<file path="config.mk">
export PLATFORM = sky130hd
export DESIGN_NAME = harris_frame_ctrl
export DESIGN_NICKNAME = d
export VERILOG_FILES = /design/src/rtl/harris_pkg.sv /design/src/rtl/harris_xy_counter.sv /design/src/rtl/harris_frame_ctrl.sv
export SDC_FILE = /design/constraint.sdc
export NUM_CORES = 1
export LEC_CHECK = 0
export ABC_AREA = 1
export BUFFER_PORTS_ARGS = -buffer_cell sky130_fd_sc_hd__buf_2
export CAP_MARGIN = 25
export CORE_ASPECT_RATIO = 0.6
export CORE_UTILIZATION = 49
export DETAILED_ROUTE_END_ITERATION = 8
export PLACE_DENSITY = 0.75
export SKIP_LAST_GASP = 1
export SLEW_MARGIN = 20
export SYNTH_ARGS = -nofsm -noshare
export SYNTH_HDL_FRONTEND = slang
export SYNTH_SLANG_ARGS = --single-unit
</file>
<file path="constraint.sdc">
create_clock -name clk -period 1.6 [get_ports clk]
set_clock_uncertainty 0.2 [all_clocks]
set_input_delay 0.32 -clock clk [delete_from_list [all_inputs] [get_ports clk]]
set_output_delay 0.32 -clock clk [all_outputs]
set_load 0.03 [all_outputs]
</file>
<file path="src/rtl/harris_pkg.sv">
// Shared definitions for the Harris detector front end: FSM states, default
// geometry and the flush-length formula that sizes the detector's line buffers.
package harris_pkg;

  typedef enum logic [1:0] {
    IDLE   = 2'd0,
    STREAM = 2'd1,
    FLUSH  = 2'd2,
    DONE   = 2'd3
  } state_t;

  localparam int unsigned DEF_PIX_W = 8;
  localparam int unsigned DEF_IMG_W = 64;
  localparam int unsigned DEF_IMG_H = 64;

  // Two buffered lines plus the window/pipeline tail must drain after the last pixel.
  function automatic int unsigned flush_cycles(input int unsigned img_w);
    return 2 * img_w + 8;
  endfunction

endpackage

</file>
<file path="src/rtl/harris_xy_counter.sv">
// Column/row position counter with synchronous clear and enable; the column
// wraps into the row, and the last-column / last-pixel flags are combinational.
module harris_xy_counter
  import harris_pkg::*;
#(
  parameter int unsigned IMG_W = DEF_IMG_W,
  parameter int unsigned IMG_H = DEF_IMG_H
) (
  input  logic                     clk,
  input  logic                     reset,
  input  logic                     clear,
  input  logic                     enable,
  output logic [$clog2(IMG_W)-1:0] col,
  output logic [$clog2(IMG_H)-1:0] row,
  output logic                     last_col,
  output logic                     last_pix
);

  localparam int unsigned COL_W = $clog2(IMG_W);
  localparam int unsigned ROW_W = $clog2(IMG_H);

  assign last_col = (col == COL_W'(IMG_W - 1));
  assign last_pix = last_col && (row == ROW_W'(IMG_H - 1));

  always_ff @(posedge clk) begin
    if (!reset || clear) begin
      col <= '0;
      row <= '0;
    end else if (enable) begin
      if (last_col) begin
        col <= '0;
        row <= last_pix ? '0 : row + 1'b1;
      end else begin
        col <= col + 1'b1;
      end
    end
  end

endmodule

</file>
<file path="src/rtl/harris_frame_ctrl.sv">
// Frame sequencer feeding harrisDetector: accepts a valid/ready pixel stream,
// tags position and frame boundaries, then flushes the detector with zero beats.
module harris_frame_ctrl
  import harris_pkg::*;
#(
  parameter int unsigned PIX_W        = DEF_PIX_W,
  parameter int unsigned IMG_W        = DEF_IMG_W,
  parameter int unsigned IMG_H        = DEF_IMG_H,
  parameter int unsigned FLUSH_CYCLES = flush_cycles(IMG_W),
  parameter int unsigned CNT_W        = 16
) (
  input  logic                     clk,
  input  logic                     reset,
  input  logic                     start,
  input  logic                     abort,
  input  logic [PIX_W-1:0]         src_pixel,
  input  logic                     src_valid,
  output logic                     src_ready,
  output logic [PIX_W-1:0]         pixel,
  output logic                     pixel_valid,
  output logic [$clog2(IMG_W)-1:0] col,
  output logic [$clog2(IMG_H)-1:0] row,
  output logic                     sof,
  output logic                     eol,
  output logic                     eof,
  output logic                     flushing,
  output logic                     busy,
  output logic                     done,
  output logic [CNT_W-1:0]         frame_cnt
);

  localparam int unsigned COL_W   = $clog2(IMG_W);
  localparam int unsigned ROW_W   = $clog2(IMG_H);
  localparam int unsigned FC_W    = (FLUSH_CYCLES > 1) ? $clog2(FLUSH_CYCLES) : 1;
  localparam int unsigned FC_LAST = (FLUSH_CYCLES == 0) ? 0 : FLUSH_CYCLES - 1;

  state_t            state;
  logic [FC_W-1:0]   flush_cnt;
  logic [COL_W-1:0]  cnt_col;
  logic [ROW_W-1:0]  cnt_row;
  logic              last_col;
  logic              last_pix;
  logic              xfer;

  assign src_ready = (state == STREAM);
  assign busy      = (state != IDLE);
  assign xfer      = src_valid && src_ready;

  // Counters advance only on accepted pixels; abort wins over a same-cycle transfer.
  harris_xy_counter #(
    .IMG_W (IMG_W),
    .IMG_H (IMG_H)
  ) u_xy (
    .clk      (clk),
    .reset    (reset),
    .clear    ((state != STREAM) || abort),
    .enable   (xfer && !abort),
    .col      (cnt_col),
    .row      (cnt_row),
    .last_col (last_col),
    .last_pix (last_pix)
  );

  always_ff @(posedge clk) begin
    if (!reset) begin
      state       <= IDLE;
      flush_cnt   <= '0;
      pixel       <= '0;
      pixel_valid <= 1'b0;
      col         <= '0;
      row         <= '0;
      sof         <= 1'b0;
      eol         <= 1'b0;
      eof         <= 1'b0;
      flushing    <= 1'b0;
      done        <= 1'b0;
      frame_cnt   <= '0;
    end else begin
      pixel_valid <= 1'b0;
      sof         <= 1'b0;
      eol         <= 1'b0;
      eof         <= 1'b0;
      flushing    <= 1'b0;
      done        <= 1'b0;
      case (state)
        IDLE: begin
          if (start && !abort) state <= STREAM;
        end
        STREAM: begin
          if (abort) begin
            state <= IDLE;
          end else if (xfer) begin
            pixel       <= src_pixel;
            pixel_valid <= 1'b1;
            col         <= cnt_col;
            row         <= cnt_row;
            sof         <= (cnt_col == '0) && (cnt_row == '0);
            eol         <= last_col;
            eof         <= last_pix;
            if (last_pix) begin
              if (FLUSH_CYCLES == 0) state <= DONE;
              else                   state <= FLUSH;
            end
          end
        end
        FLUSH: begin
          if (abort) begin
            state     <= IDLE;
            flush_cnt <= '0;
          end else begin
            pixel       <= '0;
            pixel_valid <= 1'b1;
            flushing    <= 1'b1;
            if (flush_cnt == FC_W'(FC_LAST)) begin
              flush_cnt <= '0;
              state     <= DONE;
            end else begin
              flush_cnt <= flush_cnt + 1'b1;
            end
          end
        end
        DONE: begin
          done      <= 1'b1;
          frame_cnt <= frame_cnt + 1'b1;
          state     <= IDLE;
        end
        default: state <= IDLE;
      endcase
    end
  end

endmodule

</file>
---- Yosys cells after proc, flatten, opt, wreduce, memory -nomap -nowiden ----
Cells that the tools add are included.
W data, S select, Z words.
word-level totals
  register bits after elaboration ......... 64
  input bits .............................. 13
  output and inout bits ................... 44
  logic and storage cells ................. 76
cells by class
  add/subtract/negate cells ............... 4
  equal/unequal tests ..................... 14
  multiplexer cells ....................... 20
  bitwise logic cells ..................... 4
  reduce and logical (&&, ||, !) cells .... 20
operators by type and width
  cell                     count
  $mux W8                  5
  $add A16 B1 Y16 const B  1
  $pmux W8 S2              1
  $add A6 B1 Y6 const B    2
  $eq A6 B6 Y1 const B     2
  $logic_not A6 Y1         2
  $mux W2                  6
  $mux W6                  2
  $add A8 B1 Y8 const B    1
  $eq A8 B8 Y1 const B     1
  $pmux W2 S4              1
  $reduce_and A4 Y1        2
  $ne A2 B2 Y1 const B     3
  $ne A3 B2 Y1 const B     2
  $logic_and A1 B1 Y1      5
  $eq A2 B2 Y1 const B     2
  $mux W1                  4
  $ne A2 B1 Y1 const B     2
  $not A1 Y1               4
  $reduce_and A2 Y1        2
  $reduce_bool A2 Y1       2
  $reduce_or A4 Y1         1
  $ne A3 B3 Y1 const B     1
  $reduce_and A3 Y1        1
  5 further kinds          7

---- Longest topological paths before layout ----
Gate-level depths: netlist of the first run.
  word-level depth ........................ 6
  mapped depth ............................ 10
  depth with buffers taken out ............ 10

---- By module ----
A second synthesis of the first run with hierarchy kept.
unflattened totals
  cell total of the unflattened synthesis .. 413
  area, all modules ....................... 3000.4 um^2
modules (own cells, without submodules)
  module             instances  cells each  area each (um^2)  sequential area each (um^2)
  harris_frame_ctrl  1          316         2327.2            1041.0
  harris_xy_counter  1          97          673.1             240.2

---- Worst setup path after synthesis of the first run ----
No wires, ideal clock.
  path type ............................... register to register
  start ................................... register state[1]
  end ..................................... register u_xy.row[3]
  setup time .............................. 0.123 ns
  arrival time ............................ 1.485 ns
  slack ................................... -0.208 ns
  stages on the path, launching flop included .. 8
  path buffers ............................ 0
  clock period less this slack ............ 1.808 ns
  cells stage by stage .................... dfxtp_1 > inv_1 > ha_1 > nand2_2 > nor2_8 > nand2_4 > o21ai_1 > nor2_1
between the ends
  longest elaborated chain between the ends .. 4
  elaborated cells on any way between the ends .. 7
  those cells by class .................... 2 x eq/ne; 5 x reduce/logical
ends and longest elaborated chain
  element                             RTL line                 text
  start: declaration                  harris_frame_ctrl.sv:37  state_t state;
  start signal: assignment            harris_frame_ctrl.sv:66  state <= IDLE;
  start signal: assignment            harris_frame_ctrl.sv:87  if (start && !abort) state <= STREAM;
  start signal: assignment            harris_frame_ctrl.sv:91  state <= IDLE;
  $eq A2 B1 Y1                        harris_frame_ctrl.sv:45  assign src_ready = (state == STREAM);
  named net src_ready                 harris_frame_ctrl.sv:18  output logic src_ready,
  $logic_and A1 B1 Y1                 harris_frame_ctrl.sv:47  assign xfer = src_valid && src_ready;
  $logic_and A1 B1 Y1                 harris_frame_ctrl.sv:57  .enable (xfer && !abort),
  $reduce_and A2 Y1 (no source line)  --
  end signal: assignment              harris_xy_counter.sv:32  row <= last_pix ? '0 : row + 1'b1;
  end: declaration                    harris_xy_counter.sv:14  output logic [$clog2(IMG_H)-1:0] row,
The timed path passes the listed nets, and every way through them passes these cells.
A chain may end at the register's enable or synchronous reset.

---- Final worst setup path of the first run ----
  start ................................... register state[1]
  end ..................................... output src_ready
between the ends
  longest elaborated chain between the ends .. 1
ends and longest elaborated chain
  element           RTL line
  $eq A2 B1 Y1      harris_frame_ctrl.sv:45
  end: declaration  harris_frame_ctrl.sv:18
Every way passes these cells.

==> flow_summary.yaml, run 1 <==
status:
  status: "finished with violations"
  violations: "negative setup slack"
timing:
  hold_viol: 0
  setup_ws_ns: -0.177
  setup_tns_ns: -2.07
  setup_viol: 35
  fmax_mhz: 563
  worst_pin_slew_ns: 0.349
  slew_headroom_pct: 76.6
  post-route-period-util_pct: 111
  slew_viol_final: 0
  min_period_ns: 1.78
  rsz0062_at_grt: "true"
synthesis:
  synthArstFlopShare_pct: 0
  synth_ff_type: "dfxtp_1"
  ys_seq_elements: 64
  yosys.area.top_type: "dfxtp_1"
  synth_edf_count: 0
  syn_area_um2: 2840
  netlist_instances: 383
  ys_seq_area_share_pct: 45.2
  synth.distinct_cells: 30
  syn_area_per_cell_um2: 7.41
  synthMostInstantiatedCell: "nand2_1"
  yosys.area.top_type_share_pct: 45.2
  synthTopCellsByArea: "dfxtp_1, nand2_1, a21oi_1"
  synth_commonest_cells: "nand2_1, dfxtp_1, nor2_1"
  yosys_warnings: 0
  syn-num-nets: 407
placement:
  portBuffers: 56
  gp_congestion: 0.881
  dp_hpwl_mm: 5.01
power_and_ir_drop:
  cellLeakagePower_nw: 1.81
  p_seq_share_pct: 36.0
  peakVddDrop_v: 0.000581
  cellPowerDensity_nw_per_um2: 1230
  p_sw_share_pct: 35.7
  p_total_w: 0.00507
  intPower_w: 0.00326
  switchingPower_w: 0.00181
  pwr-share-comb_pct: 37.1
  p_clk_share_pct: 26.9
worst_hold_path:
  hold_class: "in2reg"
  holdPathStages: 3
  min_to: "pixel[4]"
  min_from: "src_pixel[4]"
floorplanning:
  coreArea_um2: 5570
  ios: 57
  die-width_um: 100
  die_h_um: 60.9
  start_util_pct: 50.9
  std_cell_rows: 21
  dieArea_um2: 6110
global_routing:
  grt_max_degree: 27
  antenna_found_initial: 0
  gr-total-overflow: 0
  grt_pass1_vias: 2592
  grt.total_usage_pct: 26.2
  grt_pass1_wl_mm: 11.9
detailed_routing:
  viasPerCell: 5.18
  wl_per_cell_um: 14.7
  drc: 0
  totalWireLength_mm: 8.37
  drtIter0Drc: 219
  vias: 2953
  ant_nets: 0
  drt_first_pass_iters: 5
critical_path:
  crit_family: "buffers and inverters"
  crit_required_ns: 1.08
  reg2reg_to: "u_xy.col[5]"
  startpoint_type: "flop"
  path_class: "reg2out"
  path_cells: "inv_2 -> ha_4 -> buf_6 -> buf_6 -> buf_6"
  endpoint_kind: "primary output"
  crit_top_cell: "buf_6"
  crit_buf_inv: 4
  r2r_slack_ns: -0.12
  r2r_start: "state[1]"
  max_stage_delay_ns: 0.34
  critPathArrivalTime_ns: 1.26
  worst_path_max_delay_cell: "dfxtp_2"
  crit_path_max_fanout: 2
  rr_worst_depth: 11
clock_tree:
  cts_hold_buf: 0
  numClockSinks: 64
  clock_latency_ns: 0.36
  h-tree-depth: 3
  clk_pin_slew_ns: 0.07
  cts_root_buffer: "clkbuf_8"
  cts_tree: "built"
  clockBufferDepth: 2
  cts-buffers-inserted: 9
cells_and_area:
  diodes: 0
  drive_gt1_share_pct: 40.0
  area_delta_synth_final_pct: 45.6
  final_nets: 510
  fillCellCount: 433
flow_run:
  max-cap-violations: 0
## how the worst max path moves through the flow
stage | startpoint | endpoint | cells past startpoint
finish | state[1] | src_ready | 5
global route | state[1] | src_ready | 5
CTS | state[1] | src_ready | 5
detailed placement | state[0] | pixel[2] | 10
global placement | state[0] | pixel[6] | 10
floorplan | state[1] | u_xy.row[3] | 8
## metrics by stage
step / hold WS [ns] / cell area, µm² / instances / utilization (%) / setup slack (ns)
finish: 0.0306 / 4130 / 570 / 74.1 / -0.177
global route: 0.0370 / 4130 / 570 / 74.1 / -0.207
CTS: 0.0237 / 3870 / 563 / 69.4 / -0.167
detailed placement: 0.254 / 3410 / 537 / 61.2 / -0.114
global placement: 0.248 / 3410 / 537 / 61.2 / -0.0248
floorplan: 0.245 / 2870 / 383 / - / -0.0156
## per-layer routing
metal	global-route usage, %	up-vias	share of wire [%]
met2	40.5	126	44
met4	9.73	0	2.8
met5	0	-	0
met1	34.5	1349	46
li1	-	1454	-
met3	8.76	24	7.4
## cell families after synthesis
group / count (synthesis) / share of synthesized area (%)
AOI/OAI and AO/OA: 72 / 13.6
xor gates and xnor gates: 4 / 1.24
adders and majority gates: 11 / 4.85
buffers and inverters: 56 / 7.59
DFF: 64 / 45.2
and+or+nand+nor: 176 / 27.5
## worst min-delay path, stage by stage
cell	delay, ns
buf_2	0.10
nand3_1	0.07
a21oi_1	0.05
## sequential cells by signal (all words and copies together) (netlist names), 2 cells and up
signal	count
state	2
u_xy.col	6
frame_cnt	16
row	6
col	6
flush_cnt	8
u_xy.row	6
pixel	8
## layout by cell type, fill, tap and decap left out, types with 4 or more instances in the layout
cell / synthesis / layout
nand2_1: 81 / 66
dfxtp_1: 64 / 57
buf_2: 3 / 53
inv_1: 40 / 35
a21oi_1: 41 / 35
nor2_1: 47 / 35
buf_4: 0 / 28
buf_6: 0 / 17
nand3_1: 23 / 16
o21ai_0: 21 / 13
nand2_2: 1 / 11
nand4_1: 10 / 10
clkbuf_8: 0 / 10
nor2_4: 2 / 8
nor2_2: 2 / 8
inv_2: 7 / 7
nand3_2: 0 / 7
o21ai_1: 1 / 7
dfxtp_2: 0 / 6
inv_4: 0 / 5
a21oi_2: 2 / 5
nor3_1: 6 / 5
ha_1: 11 / 5
nand2_4: 1 / 4
ha_4: 0 / 4
## area by class of cell
| cell class | instances | area, µm² | share of cell area, % |
|---|---|---|---|
| Clock buffer | 11 | 141 | 3.42 |
| Inverter | 47 | 189 | 4.57 |
| Sequential cell | 64 | 1290 | 31.3 |
| Tap cell | 80 | 100 | 2.42 |
| Clock inverter | 4 | 45.0 | 1.09 |
| Timing Repair Buffer | 101 | 709 | 17.2 |
| Multi-Input combinational cell | 263 | 1650 | 40.0 |
## power by group through the flow
| stage | Combinational, W | Sequential (W) | Clock, W |
|---|---|---|---|
| final | 0.00188 | 0.00183 | 0.00136 |
| after global routing | 0.00199 | 0.00184 | 0.00145 |
| after CTS | 0.00166 | 0.00182 | 0.00138 |
| after detailed placement | 0.00124 | 0.00185 | 0 |
| after global placement | 0.00122 | 0.00184 | 0 |
| after floorplan | 0.000653 | 0.00204 | 0 |
## timing repair
item | in CTS | in global routing
pin swaps | 16 | 29
buffers inserted | 11 | 9
hold endpoints to repair | 0 | 0
endpoints found under the setup margin | 42 | 56
gates resized for setup | 47 | 67
Note: power is estimated with default switching activity, not from simulation.
==> inputs of run 2 (changes only) <==
- SKIP_CTS_REPAIR_TIMING: unset -> 1
==> flow_summary.yaml, run 2 (synthesized netlist as in run 1, its figures left out) <==
placement:
  gp_congestion: 0.881
  portBuffers: 56
  dp_cells: 537
  dp_hpwl_mm: 5.01
global_routing:
  antenna_found_initial: 0
  grt.total_usage_pct: 24.5
  gr-total-overflow: 0
  grt_max_degree: 27
  grt_pass1_vias: 2393
  grt_pass1_wl_mm: 11.1
critical_path:
  critPathArrivalTime_ns: 1.29
  path_class: "reg2out"
  r2r_start: "state[1]"
  max_stage_delay_ns: 0.39
  startpoint_type: "flop"
  worst_path_max_delay_cell: "dfxtp_4"
  critical_path.endpoint: "src_ready"
  crit_required_ns: 1.08
  crit_path_max_fanout: 4
  reg2reg_to: "u_xy.col[5]"
  r2r_slack_ns: -0.15
  startpoint: "state[1]"
  rr_worst_depth: 10
  endpoint_kind: "primary output"
  path_cells: "inv_4 -> ha_4 -> buf_6 -> buf_6 -> buf_6"
  crit_top_cell: "buf_6"
cells_and_area:
  area_delta_synth_final_pct: 41.9
  largest_reg_flops: 16
  instances_no_fill: 564
  top_regs: "frame_cnt (16), flush_cnt (8), pixel (8)"
  drive_gt1_share_pct: 40.1
  layout_common_cells: "nand2_1, dfxtp_1, buf_2"
  final_nets: 504
  fillCellCount: 443
  diodes: 0
  layout_commonest_cell: "nand2_1"
  largest_register: "frame_cnt"
  final_core_util_pct: 72.3
timing:
  slew_viol_final: 0
  fin_hold_ws_ns: 0.0302
  hold_viol: 0
  worst_pin_slew_ns: 0.343
  setup_ws_ns: -0.208
  setup_tns_ns: -2.73
  post-route-period-util_pct: 113
  rsz0062_at_grt: "true"
  min_period_ns: 1.81
  fmax_mhz: 553
  setup_viol: 35
  slew_headroom_pct: 77.2
floorplanning:
  start_util_pct: 50.9
  std_cell_rows: 21
  dieArea_um2: 6110
  die_h_um: 60.9
  die-width_um: 100
  ios: 57
  coreArea_um2: 5570
detailed_routing:
  drtIter0Drc: 170
  drc: 0
  wl_per_cell_um: 14.0
  ant_nets: 0
  vias: 2879
  viasPerCell: 5.10
  drt_first_pass_iters: 6
  totalWireLength_mm: 7.87
clock_tree:
  cts_root_buffer: "clkbuf_8"
  numClockSinks: 64
  clockBufferDepth: 2
  cts_tree: "built"
  clk_pin_slew_ns: 0.07
  cts-buffers-inserted: 9
  h-tree-depth: 3
  clock_latency_ns: 0.35
flow_run:
  max-cap-violations: 0
power_and_ir_drop:
  cellPowerDensity_nw_per_um2: 1240
  cellLeakagePower_nw: 1.74
  peakVddDrop_v: 0.000559
  p_total_w: 0.00498
worst_hold_path:
  min_from: "src_pixel[6]"
  hold_class: "in2reg"
status:
  violations: "negative setup slack"
  status: "finished with violations"
==> run 2: cell types whose count changed in the layout (fill, tap and decap cells not counted), sizes merged <==
cell and change:
clkinv +1, inv -1, buf -6
==> run 2: final cells by class <==
class	instances	area, µm²	share of cell area, %
Multi-Input combinational cell	263	1630	40.6
Timing Repair Buffer	95	614	15.3
Tap cell	80	100	2.49
Inverter	47	194	4.82
Clock inverter	4	45.0	1.12
Sequential cell	64	1300	32.2
Clock buffer	11	141	3.51
==> run 2: worst min-delay path by stage <==
stage                        end  cells past startpoint
floorplan           flush_cnt[6]                      2
global placement        pixel[0]                      2
detailed placement      pixel[1]                      2
CTS                     pixel[0]                      3
global route            pixel[4]                      3
finish                  pixel[6]                      3
==> run 2: critical path, delay by kind of cell, from the launching register on <==
kind       cells  cell delay [ns]
flops          1             0.39
fa+ha+maj      1             0.16
buf+inv        4             0.39
==> run 2: routing by layer <==
metal	up-vias	global-route usage (%)	wire, µm
li1	1432	-	-
met3	20	8.18	531
met1	1313	34.4	3700
met5	-	0	0
met4	0	8.70	181
met2	114	35.2	3460
==> run 2: metrics by stage <==
step                      instance area, µm²  setup WS [ns]
after floorplan                         2870        -0.0156
after global placement                  3410        -0.0248
after detailed placement                3410         -0.114
after CTS                               3600         -0.390
after global routing                    4030         -0.256
final                                   4030         -0.208
==> run 2: report_power, final <==
part,internal [W],switching (W)
clock,0.000745,0.000598
combinational,0.000712,0.00107
sequential,0.00174,0.000111
